[src/rtl/fetch_sequencer.sv]
// Fetch-stage sequencer: owns the fetch PC, drives the instruction ROM and buffers returned words for decode.
// Optional build macro FETCH_PERF_CNT_EN adds the perf_fetched / perf_stall counters.
module fetch_sequencer #(
  parameter int ADDR_W   = 6,
  parameter int DATA_W   = 32,
  parameter int PROG_LEN = 12,
  parameter int RESET_PC = 0
) (
  input  logic              clk,
  input  logic              rst_n,
  input  logic              start,
  input  logic              redirect_valid,
  input  logic [ADDR_W-1:0] redirect_pc,
  output logic [ADDR_W-1:0] rom_addr,
  input  logic [DATA_W-1:0] rom_data,
  output logic              inst_valid,
  input  logic              inst_ready,
  output logic [DATA_W-1:0] inst_data,
  output logic [ADDR_W-1:0] inst_pc,
  output logic              busy,
  output logic              halted
`ifdef FETCH_PERF_CNT_EN
  ,
  output logic [31:0]       perf_fetched,
  output logic [31:0]       perf_stall
`endif
);

  localparam logic [ADDR_W-1:0] LP_END   = ADDR_W'(PROG_LEN);
  localparam logic [ADDR_W-1:0] LP_RESET = ADDR_W'(RESET_PC);

  typedef enum logic [1:0] {S_IDLE, S_FETCH, S_HALT} state_t;

  state_t            r_state;
  logic [ADDR_W-1:0] r_fetch_pc;
  logic [1:0]        r_count;
  logic              r_busy;
  logic              r_halted;
  logic [DATA_W-1:0] r_buf_data [2];
  logic [ADDR_W-1:0] r_buf_pc   [2];

  logic              w_pop;
  logic              w_issue;
  logic              w_redirect;
  logic              w_pc_done;
  logic [1:0]        w_count_after_pop;

  // Redirect is ignored in IDLE; issue needs buffer space (or a same-cycle pop).
  assign w_redirect        = redirect_valid && (r_state != S_IDLE);
  assign w_pc_done         = (r_fetch_pc >= LP_END);
  assign w_pop             = inst_valid && inst_ready;
  assign w_issue           = (r_state == S_FETCH) && !w_pc_done &&
                             ((r_count < 2'd2) || w_pop) && !redirect_valid;
  assign w_count_after_pop = r_count - {1'b0, w_pop};

  always_ff @(posedge clk or negedge rst_n) begin
    if (!rst_n) begin
      r_state    <= S_IDLE;
      r_fetch_pc <= LP_RESET;
      r_count    <= 2'd0;
      r_busy     <= 1'b0;
      r_halted   <= 1'b0;
    end else if (w_redirect) begin
      r_state    <= S_FETCH;
      r_fetch_pc <= redirect_pc;
      r_count    <= 2'd0;
      r_busy     <= 1'b1;
      r_halted   <= 1'b0;
    end else begin
      case (r_state)
        S_IDLE: begin
          if (start) begin
            r_state    <= S_FETCH;
            r_fetch_pc <= LP_RESET;
            r_busy     <= 1'b1;
          end
        end
        S_FETCH: begin
          r_count <= w_count_after_pop + {1'b0, w_issue};
          if (w_issue) begin
            r_fetch_pc <= r_fetch_pc + ADDR_W'(1);
          end
          if (w_pc_done && (w_count_after_pop == 2'd0)) begin
            r_state  <= S_HALT;
            r_busy   <= 1'b0;
            r_halted <= 1'b1;
          end
        end
        default: begin
          r_state <= S_HALT;
        end
      endcase
    end
  end

  // Head lives in entry 0; a pop shifts entry 1 down, a push fills the first free slot.
  always_ff @(posedge clk) begin
    if (w_issue) begin
      if (w_pop && (r_count == 2'd2)) begin
        r_buf_data[0] <= r_buf_data[1];
        r_buf_pc[0]   <= r_buf_pc[1];
        r_buf_data[1] <= rom_data;
        r_buf_pc[1]   <= r_fetch_pc;
      end else if (w_pop) begin
        r_buf_data[0] <= rom_data;
        r_buf_pc[0]   <= r_fetch_pc;
      end else begin
        r_buf_data[r_count[0]] <= rom_data;
        r_buf_pc[r_count[0]]   <= r_fetch_pc;
      end
    end else if (w_pop) begin
      r_buf_data[0] <= r_buf_data[1];
      r_buf_pc[0]   <= r_buf_pc[1];
    end
  end

  assign rom_addr   = r_fetch_pc;
  assign inst_valid = (r_count != 2'd0);
  assign inst_data  = inst_valid ? r_buf_data[0] : '0;
  assign inst_pc    = inst_valid ? r_buf_pc[0] : '0;
  assign busy       = r_busy;
  assign halted     = r_halted;

`ifdef FETCH_PERF_CNT_EN
  logic [31:0] r_perf_fetched;
  logic [31:0] r_perf_stall;

  always_ff @(posedge clk or negedge rst_n) begin
    if (!rst_n) begin
      r_perf_fetched <= '0;
      r_perf_stall   <= '0;
    end else begin
      if (w_pop && !(&r_perf_fetched)) begin
        r_perf_fetched <= r_perf_fetched + 32'd1;
      end
      if ((r_state == S_FETCH) && inst_valid && !inst_ready && !(&r_perf_stall)) begin
        r_perf_stall <= r_perf_stall + 32'd1;
      end
    end
  end

  assign perf_fetched = r_perf_fetched;
  assign perf_stall   = r_perf_stall;
`endif

endmodule

[config.mk]
export PLATFORM = sky130hd
export DESIGN_NAME = fetch_sequencer
export DESIGN_NICKNAME = d
export VERILOG_FILES = /design/src/rtl/fetch_sequencer.sv
export SDC_FILE = /design/constraint.sdc
export NUM_CORES = 1
export LEC_CHECK = 0
export CAP_MARGIN = 20
export CORE_ASPECT_RATIO = 1.2
export CORE_MARGIN = 2
export CORE_UTILIZATION = 37
export DETAILED_ROUTE_END_ITERATION = 7
export PLACE_DENSITY = 0.64
export SETUP_SLACK_MARGIN = 0.2
export SLEW_MARGIN = 0
export SYNTH_ARGS = -nofsm -noshare
export SYNTH_HDL_FRONTEND = slang
export SYNTH_SLANG_ARGS = --single-unit
[constraint.sdc]
create_clock -name clk -period 6.9 [get_ports clk]
set_input_delay 2.07 -clock clk [delete_from_list [all_inputs] [get_ports clk]]
set_output_delay 2.07 -clock clk [all_outputs]
set_load 0.02 [all_outputs]
==> results of run 1 <==
-- per-layer routing --
metal / track usage / wire length (µm)
met2: 0.212 / 3660
met5: 0 / 0
met1: 0.154 / 3170
met3: 0.0343 / 329
met4: 0.0420 / 80
-- cell families after synthesis --
logic type                 count (synthesis)  synth area share
muxes                                     40             0.126
DFF                                       88             0.641
and+or+nand+nor                           71             0.106
AOI/OAI and AO/OA                         25            0.0457
buffers and inverters                     56            0.0649
adders and majority gates                  3           0.00932
xor gates and xnor gates                   3           0.00652
-- final cells by class --
class | instances | area, µm² | area share
flip-flops and latches | 88 | 2580 | 0.493
repair buffers | 93 | 973 | 0.186
multi-input cells | 142 | 1200 | 0.230
inverters | 6 | 22.5 | 0.00430
clock inverters | 6 | 67.6 | 0.0129
clock buffers | 9 | 225 | 0.0430
well taps | 129 | 161 | 0.0308
-- worst max-delay path by stage --
stage | from | end | slack (ns) | depth (start not counted)
floorplan | redirect_valid | r_buf_data[0][0]$_DFFE_PP_ | 2.01 | 4
global placement | redirect_valid | r_buf_pc[0][0]$_DFFE_PP_ | 1.86 | 6
detailed placement | redirect_valid | r_buf_pc[0][0]$_DFFE_PP_ | 1.80 | 6
CTS | redirect_valid | r_buf_pc[0][0]$_DFFE_PP_ | 2.16 | 6
global route | r_count[1]$_DFFE_PN0P_ | inst_pc[3] | 2.30 | 3
finish | r_count[1]$_DFFE_PN0P_ | inst_pc[3] | 2.50 | 3
-- cells in the mapped netlist (all sizes together), types with 2 or more instances --
cell type	count	area share
nand2b	2	0.0037
edfxtp	76	0.57
o211ai	2	0.0037
and3	2	0.0031
and2	39	0.061
clkbuf	44	0.041
mux2i	4	0.0099
nand2	7	0.0065
nor2b	3	0.0047
ha	3	0.0093
xor2	2	0.0043
inv	6	0.0056
a22oi	2	0.0037
o21ai	5	0.0062
nor3b	2	0.0065
dfrtp	12	0.075
mux2	36	0.12
a21oi	5	0.0090
buf	6	0.018
nand3	2	0.0025
nor2	7	0.0065
nor4	2	0.0031
o2bb2ai	2	0.0043
-- through the flow --
stage,power (mW),hold WS (ns),setup WS [ns]
2_1_floorplan,1.40,0.501,2.01
3_5_place_dp,1.74,0.508,1.80
3_3_place_gp,1.72,0.504,1.86
4_1_cts,2.22,0.529,2.16
5_1_grt,2.34,0.544,2.30
6_report,2.21,0.527,2.50
-- worst register-to-register path: stages (launching register included) --
cell and delay [ns]:
dfrtp_1 0.47, or2_2 0.60, a21oi_4 0.67, buf_4 0.34
mux2_1 0.33
-- registers in the layout, summed over array words and instances, names as in the netlist --
| name | cells |
|---|---|
| r_state | 2 |
| r_count | 2 |
| r_buf_pc | 12 |
| busy | 1 |
| halted | 1 |
| r_buf_data | 64 |
| rom_addr | 6 |
-- where the power goes --
part           switching [mW]  internal [mW]  leakage (nW)  total [mW]
registers              0.0680          0.741         0.848       0.809
clock network           0.194          0.280         0.138       0.474
logic                   0.481          0.449         0.866       0.931
==> metrics, run 1 <==
status finished, final reports clean; reg2reg start r_count[1]$_DFFE_PN0P_; Max Buffers Root-to-Sink 2; via count around 2,300; Die H around 120 µm; antenna violations before repair 0; worst path required time approximately 4.8 ns; Worst-path clk slew ~0.060 ns; Mapped Cells between 200 and 300; post-DP HPWL between 4000 and 5000 µm; Layout area overhead 30.0%; Slew Limit Fails 0; highest-count cells in the layout ignoring fill and taps clkdlybuf4s50_1, edfxtp_1, and2_1, mux2_2, mux2_4; number of global-route vias before repair about 2,300; Port Buf Inserts 89; crit path launch type register; RSZ-0062 raised after global routing no; PwrDens 423 nW/µm²; Syn Nets 332; slowest stage cell, crit path or2_2; Hold Path End r_buf_pc[0][0]$_DFFE_PP_; Hold Path Depth 1; share of layout cells above drive strength 1 0.174; IO Count 90; Starting Density 0.381; largest net degree at the start of global routing 43; CTS resizes 0; fin crit share 0.637; type of the worst setup path register to output port; Clock Sink Count between 80 and 90; #FFs+latches synth slightly below 90; Critical Path End Type output port; Total Wirelength 7250 µm; R2R depth 4; CP delay by family, top simple AND/OR/NAND/NOR gates; Max H-tree Level 3; design area between 5000 and 6000 µm²; Achievable Freq 0.227 GHz; asr flop ratio synth 0.136; Post-Syn Area between 4000 and 5000 µm²; Leak 1.85 nW; hold buffers post-CTS 0; Max Clock Skew between 0.006 and 0.007 ns; Antenna Nets Post-Route 0; ANT cells 0; Tmin final ~4.4 ns; fin util 0.495; Buffers & Inverters on Critical Path 1; commonest non-fill, non-tap cell in the layout clkdlybuf4s50_1; dpl cell area about 4900 µm²; CP max FO between 40 and 50; routed len/inst ~15 µm; Iteration-0 DRC Markers 87; register area share after synthesis 0.641; syn_area_per_cell about 14 µm²; hold crit path type register to register; Max-cap violations 0; final hold violations 0; fin cells about 470; CTS tree done; WP data arrival about 2.3 ns; total number of yosys warnings 0; RePlAce Congestion 0.763; hold wc startpoint r_buf_pc[1][0]$_DFFE_PP_; Placed Cells 455; first-pass GRT wire length 11,500 µm; Setup violations, final 0; die extent in x between 90 and 100 µm; Cell variety after synth 48; final net count around 390; TritonCTS Buffers 9; Setup Buffers After CTS 0; grt total ovfl 0; Slew HR 0.519; EDFF count, synth 76; Total GRT Usage 0.125; vias per std cell slightly below 5; Critical Path Max Stage Delay between 0.6 and 0.7 ns; Pre-antenna DRT Iters 4; reg2reg end r_buf_pc[0][0]$_DFFE_PP_; Worst Max-Slew Pin Slew 0.722 ns; Setup TNS 0 ns; highest ir drop seen on vdd 0.213 mV; worst-skew pair later-pin latency 0.33 ns; row count around 40; fill count 912; flop2flop setup slack 4.24 ns; die area 11,700 µm²; DRC viols 0; core box area ~11,000 µm²; ys flop type edfxtp_1; CTS Root Cell clkbuf_16; critical path cell sequence or2_2 -> and2_1 -> clkdlybuf4s50_1
(Power assumes the default switching activity.)
==> run 2: changes to the inputs <==
--- a/config.mk
+++ b/config.mk
@@ -10,7 +10,7 @@
 export CORE_MARGIN = 2
 export CORE_UTILIZATION = 37
 export DETAILED_ROUTE_END_ITERATION = 7
-export PLACE_DENSITY = 0.64
+export PLACE_DENSITY = 0.66
 export SETUP_SLACK_MARGIN = 0.2
 export SLEW_MARGIN = 0
 export SYNTH_ARGS = -nofsm -noshare
==> constraint.sdc (replaced) <==
create_clock -name clk -period 4 [get_ports clk]
set_input_delay 1.2 -clock clk [delete_from_list [all_inputs] [get_ports clk]]
set_output_delay 1.2 -clock clk [all_outputs]
set_load 0.02 [all_outputs]
==> run 2 against run 1 <==
Register-to-register slack worse by 2.7 ns. Power increased by 75%. Critical endpoint is now inst_data[21]. Sequential cell count did not move. Non-clock buffer count did not move. Global-route usage grew 0.48 points.
==> metrics, run 2 (synthesis gave the netlist of run 1 again) <==
PwrDens around 740 nW/µm²; Iteration-0 DRC Markers 93; grt total ovfl 0; hold crit path type register to register; highest ir drop seen on vdd about 0.31 mV; Max H-tree Level 3; CP max FO 42; Final Worst Setup Slack ~0.49 ns; status finished, final reports clean; Antenna Nets Post-Route 0; Setup violations, final 0; commonest non-fill, non-tap cell in the layout clkdlybuf4s50_1; first-pass GRT wire length around 12,000 µm; via count approximately 2,300; row count 41; fin crit share 0.878; Total Wirelength approximately 7400 µm; routed len/inst between 15 and 20 µm; final hold violations 0; CTS resizes 0; DRC viols 0; Total GRT Usage 0.130; Die H approximately 120 µm; Clock Sink Count between 80 and 90; max reg flops 64; sequential share of power 0.361; Pre-antenna DRT Iters 4; Slew HR 0.542; Setup Buffers After CTS 0; post-DP HPWL between 5000 and 6000 µm; Layout area overhead 30.3%; number of global-route vias before repair 2,345; WP data arrival approximately 2.3 ns; largest register by flop count r_buf_data; Max Buffers Root-to-Sink 2; RSZ-0062 raised after global routing no; share of layout cells above drive strength 1 0.174; Achievable Freq 0.285 GHz; die area approximately 12,000 µm²; highest-count cells in the layout ignoring fill and taps clkdlybuf4s50_1, edfxtp_1, and2_1, mux2_2, mux2_4; Slew Limit Fails 0; Leak 1.86 nW; final net count between 300 and 400; RePlAce Congestion around 0.84; Starting Density 0.381; vias per std cell about 4.9; Worst-path clk slew approximately 0.06 ns; Switching Power 1.28 mW; Max Clock Skew slightly above 0.005 ns; type of the worst setup path register to output port; antenna violations before repair 0; Port Buf Inserts 89; Setup TNS 0 ns; Worst Max-Slew Pin Slew between 0.6 and 0.7 ns; dpl ws approximately 0.60 ns; CTS Root Cell clkbuf_16; Max-cap violations 0; die extent in x ~100 µm; largest net degree at the start of global routing between 40 and 50; internal power 2.59 mW; total power between 3 and 4 mW; ANT cells 0; Tmin final roughly 3.5 ns; worst-skew pair later-pin latency 0.33 ns; clock network power share 0.228; crit path launch type register; Critical Path End Type output port; Net Sw Frac 0.330; worst path required time about 2.8 ns; IO Count 90; hold buffers post-CTS 0; CTS tree done; Comb pwr share 0.411; core box area between 10,000 and 15,000 µm²; TritonCTS Buffers 9
==> run 2: changes by cell type in the layout (fill, tap and decap cells not counted) <==
cell and change:
buf_12 +2, buf_16 -2, bufinv_16 +1, clkinv_1 +1, clkinvlp_4 -1
==> run 2: path summary, 6_finish.rpt <==
| check | startpoint | end | slack (ns) | depth (start not counted) |
|---|---|---|---|---|
| setup / recovery | r_count[1]$_DFFE_PN0P_ | inst_data[21] | 0.49 | 3 |
| hold / removal | rom_addr[5]$_DFFE_PN0P_ | r_buf_pc[1][5]$_DFFE_PP_ | 0.53 | 0 |
| setup reg to reg | r_count[1]$_DFFE_PN0P_ | r_count[1]$_DFFE_PN0P_ | 1.52 | 6 |
| hold reg to reg | rom_addr[5]$_DFFE_PN0P_ | r_buf_pc[1][5]$_DFFE_PP_ | 0.53 | 0 |
| max in group asynchronous | rst_n | rom_addr[2]$_DFFE_PN0P_ | 2.41 | 1 |
| min in group asynchronous | rst_n | r_state[1]$_DFFE_PN0P_ | 1.23 | 1 |
==> run 2: per-layer routing <==
layer,wire length [µm],GRT usage,up-vias
met4,157,0.0693,0
met3,365,0.0343,11
met1,3050,0.154,1107
met2,3840,0.215,81
li1,-,-,1100
met5,0,0,-
==> run 2: power groups by stage <==
| stage | logic [mW] | clock network [mW] | registers, mW |
|---|---|---|---|
| 3_5_place_dp | 1.62 | 0 | 1.42 |
| 5_1_grt | 1.71 | 0.947 | 1.42 |
| 2_1_floorplan | 1.01 | 0 | 1.41 |
| 6_report | 1.59 | 0.884 | 1.40 |
| 4_1_cts | 1.62 | 0.904 | 1.40 |
| 3_3_place_gp | 1.60 | 0 | 1.41 |
==> run 2: layout make-up <==
cell class,instances,area [µm²]
multi-input combinational,142,1200
inverter,6,22.5
clock inverter,7,93.8
sequential,88,2580
tap,129,161
timing repair buffer,93,958
fill,918,5320
clock buffer,9,225
==> run 2: through the flow <==
step | cell area, µm² | cells | util | hold WS [ns]
after global routing | 5250 | 474 | 0.496 | 0.544
after detailed placement | 4930 | 458 | 0.466 | 0.509
final | 5250 | 474 | 0.496 | 0.526
after global placement | 4930 | 458 | 0.466 | 0.505
after floorplan | 4030 | 286 | - | 0.501
after CTS | 5250 | 474 | 0.496 | 0.528
==> run 2: worst max-delay path, stage by stage (launching register included) <==
cell and delay [ns]:
dfrtp_1 0.50, or2_2 0.62, and2_1 0.25, clkdlybuf4s50_1 0.61
==> edit 1 (config.mk and constraints of run 1) <==
The parameter `PROG_LEN` goes from 12 to 8.
--- a/src/rtl/fetch_sequencer.sv
+++ b/src/rtl/fetch_sequencer.sv
@@ -3,7 +3,7 @@
 module fetch_sequencer #(
   parameter int ADDR_W   = 6,
   parameter int DATA_W   = 32,
-  parameter int PROG_LEN = 12,
+  parameter int PROG_LEN = 8,
   parameter int RESET_PC = 0
 ) (
   input  logic              clk,
Behaviour: not the same (Yosys sat finds a counterexample within 4 cycles, from zero or initial values and one cycle with rst_n low).
==> edit 1 against run 1 <==
- first-iteration DRC count is 49% lower
- clock skew is 2.8 ps higher
- power is 12% lower
- fmax is 1.0% higher
- area after synthesis is 1.8% lower
- cell area is 2.7% lower
- count of clock-buffer cells in the layout stayed put
- register-to-register slack hardly changed
- sequential cell count stayed put
- worst setup slack better by 44 ps
- routed wire length is 5.1% lower
- clock power hardly changed
- core utilization is 0.89 points lower
==> edit 1: results (changes against run 1) <==
[metrics] total routed wirelength: 6880 um (-5.1%)
[metrics] run status: complete, no violations
[metrics] synth cell count leaders: sky130_fd_sc_hd__edfxtp_1 (76), sky130_fd_sc_hd__clkbuf_1 (44), sky130_fd_sc_hd__and2_1 (42)
[metrics] measured slew at the worst slew-check pin: 922 ps (+200 ps)
[metrics] HPWL after detailed placement: 4570 um (-5.2%)
[metrics] drt initial violations: 44 (-49%)
[metrics] Max Fanout on Critical Path: 38 (-9.5%)
[metrics] Critical Path AT: 4440 ps (+2110 ps)
[metrics] maximum number of pins on one net before global-route repair: 42 (-2.3%)
[metrics] net total in the final layout: 377 (-2.3%)
[metrics] number of antenna violations at the first check in global routing: 0 (unchanged)
[metrics] sequential share of the synthesized area: 0.653 (+0.0120)
[metrics] share of cells above drive strength 1: 0.164 (-0.0102)
[metrics] post-placement cell area: 4800 um^2 (-1.4%)
[metrics] largest cells by area after synthesis: sky130_fd_sc_hd__edfxtp_1 (58%), sky130_fd_sc_hd__dfrtp_1 (7.6%), sky130_fd_sc_hd__and2_1 (6.6%), sky130_fd_sc_hd__mux2_4 (6.5%), sky130_fd_sc_hd__mux2_2 (5.1%)
[metrics] Post-Synthesis Net Count: 326 (-1.8%)
[metrics] count of buffers inserted at the top-level ports: 89 (unchanged)
[metrics] global-route wire length before repair: 11100 um (-3.3%)
[metrics] layout filler cell count: 922 (+1.1%)
[metrics] post-detailed-route via-to-cell ratio: 4.76 (-1.1%)
[metrics] Worst Skew: 9.52 ps (+2.79 ps)
[metrics] total global routing track utilization: 0.125 (-0.000500)
[metrics] number of unique standard cell types used by synthesis: 35 (-27%)
[metrics] Reg2Reg Depth: 6 (+2)
[metrics] gp weighted congestion: 0.760 (-0.41%)
[metrics] leakage power: 1.85 nW (+0.12%)
[metrics] TritonCTS Buffers: 9 (unchanged)
==> edit 1: cell types whose count changed after synthesis, sizes merged, moves of 3 or more <==
cell | before | now
nand2 | 7 | 4
o21ai | 5 | 0
nor2 | 7 | 4
nor3 | 1 | 8
and2 | 39 | 42
==> edit 1: power breakdown <==
group / total (mW) / internal [mW] / switching, mW
registers: 0.793 / 0.740 / 0.0524
clock network: 0.473 / 0.280 / 0.193
logic: 0.678 / 0.324 / 0.354
==> edit 1: cells by family after synthesis <==
group	count (synthesis)	share of synthesized area
flip-flops	88	0.653
AND/OR/NAND/NOR	73	0.110
buffers and inverters	56	0.0614
multiplexers	39	0.126
AO/OA/AOI/OAI	19	0.0358
adder cells (fa/ha/maj)	3	0.00949
XOR/XNOR	2	0.00443
==> edit 1: per-stage QoR <==
stage / cells / worst slack, ps / hold slack [ps] / utilization
after floorplan: 280 / 1170 / 497 / -
after global placement: 449 / 2230 / 489 / 0.459
after detailed placement: 449 / 2180 / 491 / 0.459
after CTS: 464 / 2500 / 512 / 0.486
after global routing: 464 / 2380 / 534 / 0.486
final: 464 / 2550 / 507 / 0.486
==> edit 1: metal layers <==
metal	vias up	track usage	wire, um
li1	1068	-	-
met1	1065	0.150	2960
met2	68	0.214	3430
met3	8	0.0356	387
met4	0	0.0493	98
met5	-	0	0
==> edit 1: worst max-delay path: stages <==
cell and delay, ps:
sky130_fd_sc_hd__clkdlybuf4s50_1 510, sky130_fd_sc_hd__or3b_1 570, sky130_fd_sc_hd__or4_4 880, sky130_fd_sc_hd__mux2_4 390
==> edit 1: area by class of cell <==
type | instances | area (um^2) | share of cell area
Sequential cell | 88 | 2580 | 0.507
Multi-Input combinational cell | 136 | 1130 | 0.223
Timing Repair Buffer | 90 | 898 | 0.176
Clock buffer | 9 | 225 | 0.0442
Tap cell | 129 | 161 | 0.0317
Clock inverter | 6 | 67.6 | 0.0133
Inverter | 6 | 22.5 | 0.00442
==> edit 1: final timing paths <==
path	start	to	slack (ps)
max	redirect_valid	r_buf_data[0][19]$_DFFE_PP_	2550
min	rom_addr[5]$_DFFE_PN0P_	r_buf_pc[1][5]$_DFFE_PP_	510
max reg2reg	r_count[1]$_DFFE_PN0P_	r_count[1]$_DFFE_PN0P_	4250
min reg2reg	rom_addr[5]$_DFFE_PN0P_	r_buf_pc[1][5]$_DFFE_PP_	510
max in group asynchronous	rst_n	rom_addr[3]$_DFFE_PN0P_	4410
min in group asynchronous	rst_n	halted$_DFFE_PN0P_	2110
==> edit 2 (flow settings as in run 1) <==
Made on the original files. Encoding of `state_t`: now one-hot (3 bits for 3 states).
--- a/src/rtl/fetch_sequencer.sv
+++ b/src/rtl/fetch_sequencer.sv
@@ -29,7 +29,7 @@
   localparam logic [ADDR_W-1:0] LP_END   = ADDR_W'(PROG_LEN);
   localparam logic [ADDR_W-1:0] LP_RESET = ADDR_W'(RESET_PC);
 
-  typedef enum logic [1:0] {S_IDLE, S_FETCH, S_HALT} state_t;
+  typedef enum logic [2:0] {S_IDLE = 3'b001, S_FETCH = 3'b010, S_HALT = 3'b100} state_t;
 
   state_t            r_state;
   logic [ADDR_W-1:0] r_fetch_pc;
Function: no difference found for any inputs over 10 cycles, from zero or initial values and one cycle with rst_n low; not proved beyond that.
==> edit 2 against run 1 <==
- routed wire length increased by 2.1%
- final cell count increased by 0.21%
- area after synthesis decreased by 1.0%
- core utilization fell by 0.10 points
- cell area is 0.69% lower
- hold slack worse by 33 ps
- worst setup slack worse by 310 ps
- register-to-register slack lost 150 ps
- sequential cell count increased by 1
- first-iteration DRC count is 25% lower
- largest cell class unchanged
Power is not compared: it rests on default switching activity, and its combinational part moved more than twofold at a synthesized area within 25%.
==> edit 2: results (changes against run 1) <==
[metrics] destination of the worst hold path: halted$_DFFE_PN0P_
[metrics] comb_multi_in: 141 (-0.70%)
[metrics] P_int: about 1.1 mW
[metrics] gp weighted congestion: 0.824 (+7.9%)
[metrics] Critical Path AT: 4780 ps (+2450 ps)
[metrics] highest metal layer used by the detailed router: met4
[metrics] Worst Skew: 4.54 ps (-2.18 ps)
[metrics] Multi-input gate area: 1160 um^2 (-3.6%)
[metrics] Rel. slew slack: 0.529 (+0.0104)
[metrics] fraction of area in registers: 0.502 (+0.00850)
[metrics] non-clock buffer instance count of the final layout: 92 (-1.1%)
[metrics] post-placement cell area: 4870 um^2 (+0.13%)
[metrics] clock net sink count: 89 (+1.1%)
[metrics] met1 layer usage reported by global route: 0.163 (+0.00915)
[metrics] Worst R2R Setup Slack: 4090 ps (-150 ps)
[metrics] run status: complete, no violations
[metrics] number of unique standard cell types used by synthesis: 47 (-2.1%)
[metrics] final core utilization: 0.494 (-0.00103)
[metrics] sum of routed wire segments on met1: 3110 um (-2.0%)
[metrics] setup fix buffers added after clock tree synthesis: 0 (unchanged)
[metrics] hold path startpoint: halted$_DFFE_PN0P_
[metrics] Reg2Reg Depth: 5 (+1)
[metrics] asr flop ratio synth: 0.146 (+0.00970)
[metrics] number of global-route vias before repair: 2294 (+0.88%)
[metrics] number of clock-tree buffers in the layout: 10 (+1)
[metrics] Met3 Routed Length: 381 um (+16%)
[metrics] met3 capacity usage during global routing: 0.0321 (-0.00223)
[metrics] non-clock inverter instance count of the final layout: 7 (+1)
[metrics] layout filler cell count: 910 (-0.22%)
[metrics] global-route wire length before repair: 11900 um (+3.9%)
[metrics] total global routing track utilization: 0.130 (+0.00461)
[metrics] sequential share of the synthesized area: 0.654 (+0.0132)
[metrics] kind of capture point of the worst setup path: register
[metrics] worst reg2reg startpoint: r_state[2]$_DFFE_PN0P_
[metrics] TritonCTS Buffers: 9 (unchanged)
[metrics] HPWL after detailed placement: 5020 um (+4.2%)
[metrics] Worst-path clk slew: 60 ps (about the same)
[metrics] GRT met2 Usage: 0.213 (+0.00127)
[metrics] min cycle time layout: 4700 ps (+305 ps)
[metrics] Clock buffers and inverters, area share: 0.0573 (+0.00135)
[metrics] share of cells above drive strength 1: 0.136 (-0.0382)
[metrics] cell count after placement: 457 (+0.44%)
[metrics] post-cts sizing count: 0 (unchanged)
[metrics] Critical Path Source: redirect_valid
[metrics] worst setup timing slack at the placement stage: 1800 ps (+6.28 ps)
[metrics] post-detailed-route via-to-cell ratio: 4.80 (-0.25%)
[metrics] Fin Hold WS: 494 ps (-32.5 ps)
[metrics] average wire length per cell after detail routing: 15.6 um (+1.8%)
[metrics] drt initial violations: 65 (-25%)
[metrics] total routed wirelength: 7400 um (+2.1%)
[metrics] Non-clock buffering overhead: 0.182 (-0.00400)
[metrics] synth cell count leaders: sky130_fd_sc_hd__edfxtp_1 (76), sky130_fd_sc_hd__clkbuf_1 (45), sky130_fd_sc_hd__and2_1 (39)
[edit 2: changes by cell type in the layout (fill, tap and decap cells not counted), moves of 3 or more]
cell                       delta
sky130_fd_sc_hd__clkinv_4     +3
sky130_fd_sc_hd__mux2_4      -17
sky130_fd_sc_hd__nand2b_1     +3
sky130_fd_sc_hd__nand2_1      -4
sky130_fd_sc_hd__mux2_1      +17
[edit 2: critical path, cell delays in order]
cell and delay (ps):
sky130_fd_sc_hd__clkdlybuf4s50_1 580, sky130_fd_sc_hd__nor4b_4 570, sky130_fd_sc_hd__nand2_2 210, sky130_fd_sc_hd__a21oi_4 600, sky130_fd_sc_hd__buf_4 380, sky130_fd_sc_hd__mux2_1 350
[edit 2: logic make-up after synthesis]
| family | count (synthesis) | synth area share |
|---|---|---|
| flops | 89 | 0.654 |
| simple gates | 71 | 0.113 |
| buf+inv | 56 | 0.0615 |
| mux | 38 | 0.107 |
| compound gates | 27 | 0.0502 |
| fa+ha+maj | 3 | 0.00942 |
| xor+xnor | 2 | 0.00440 |
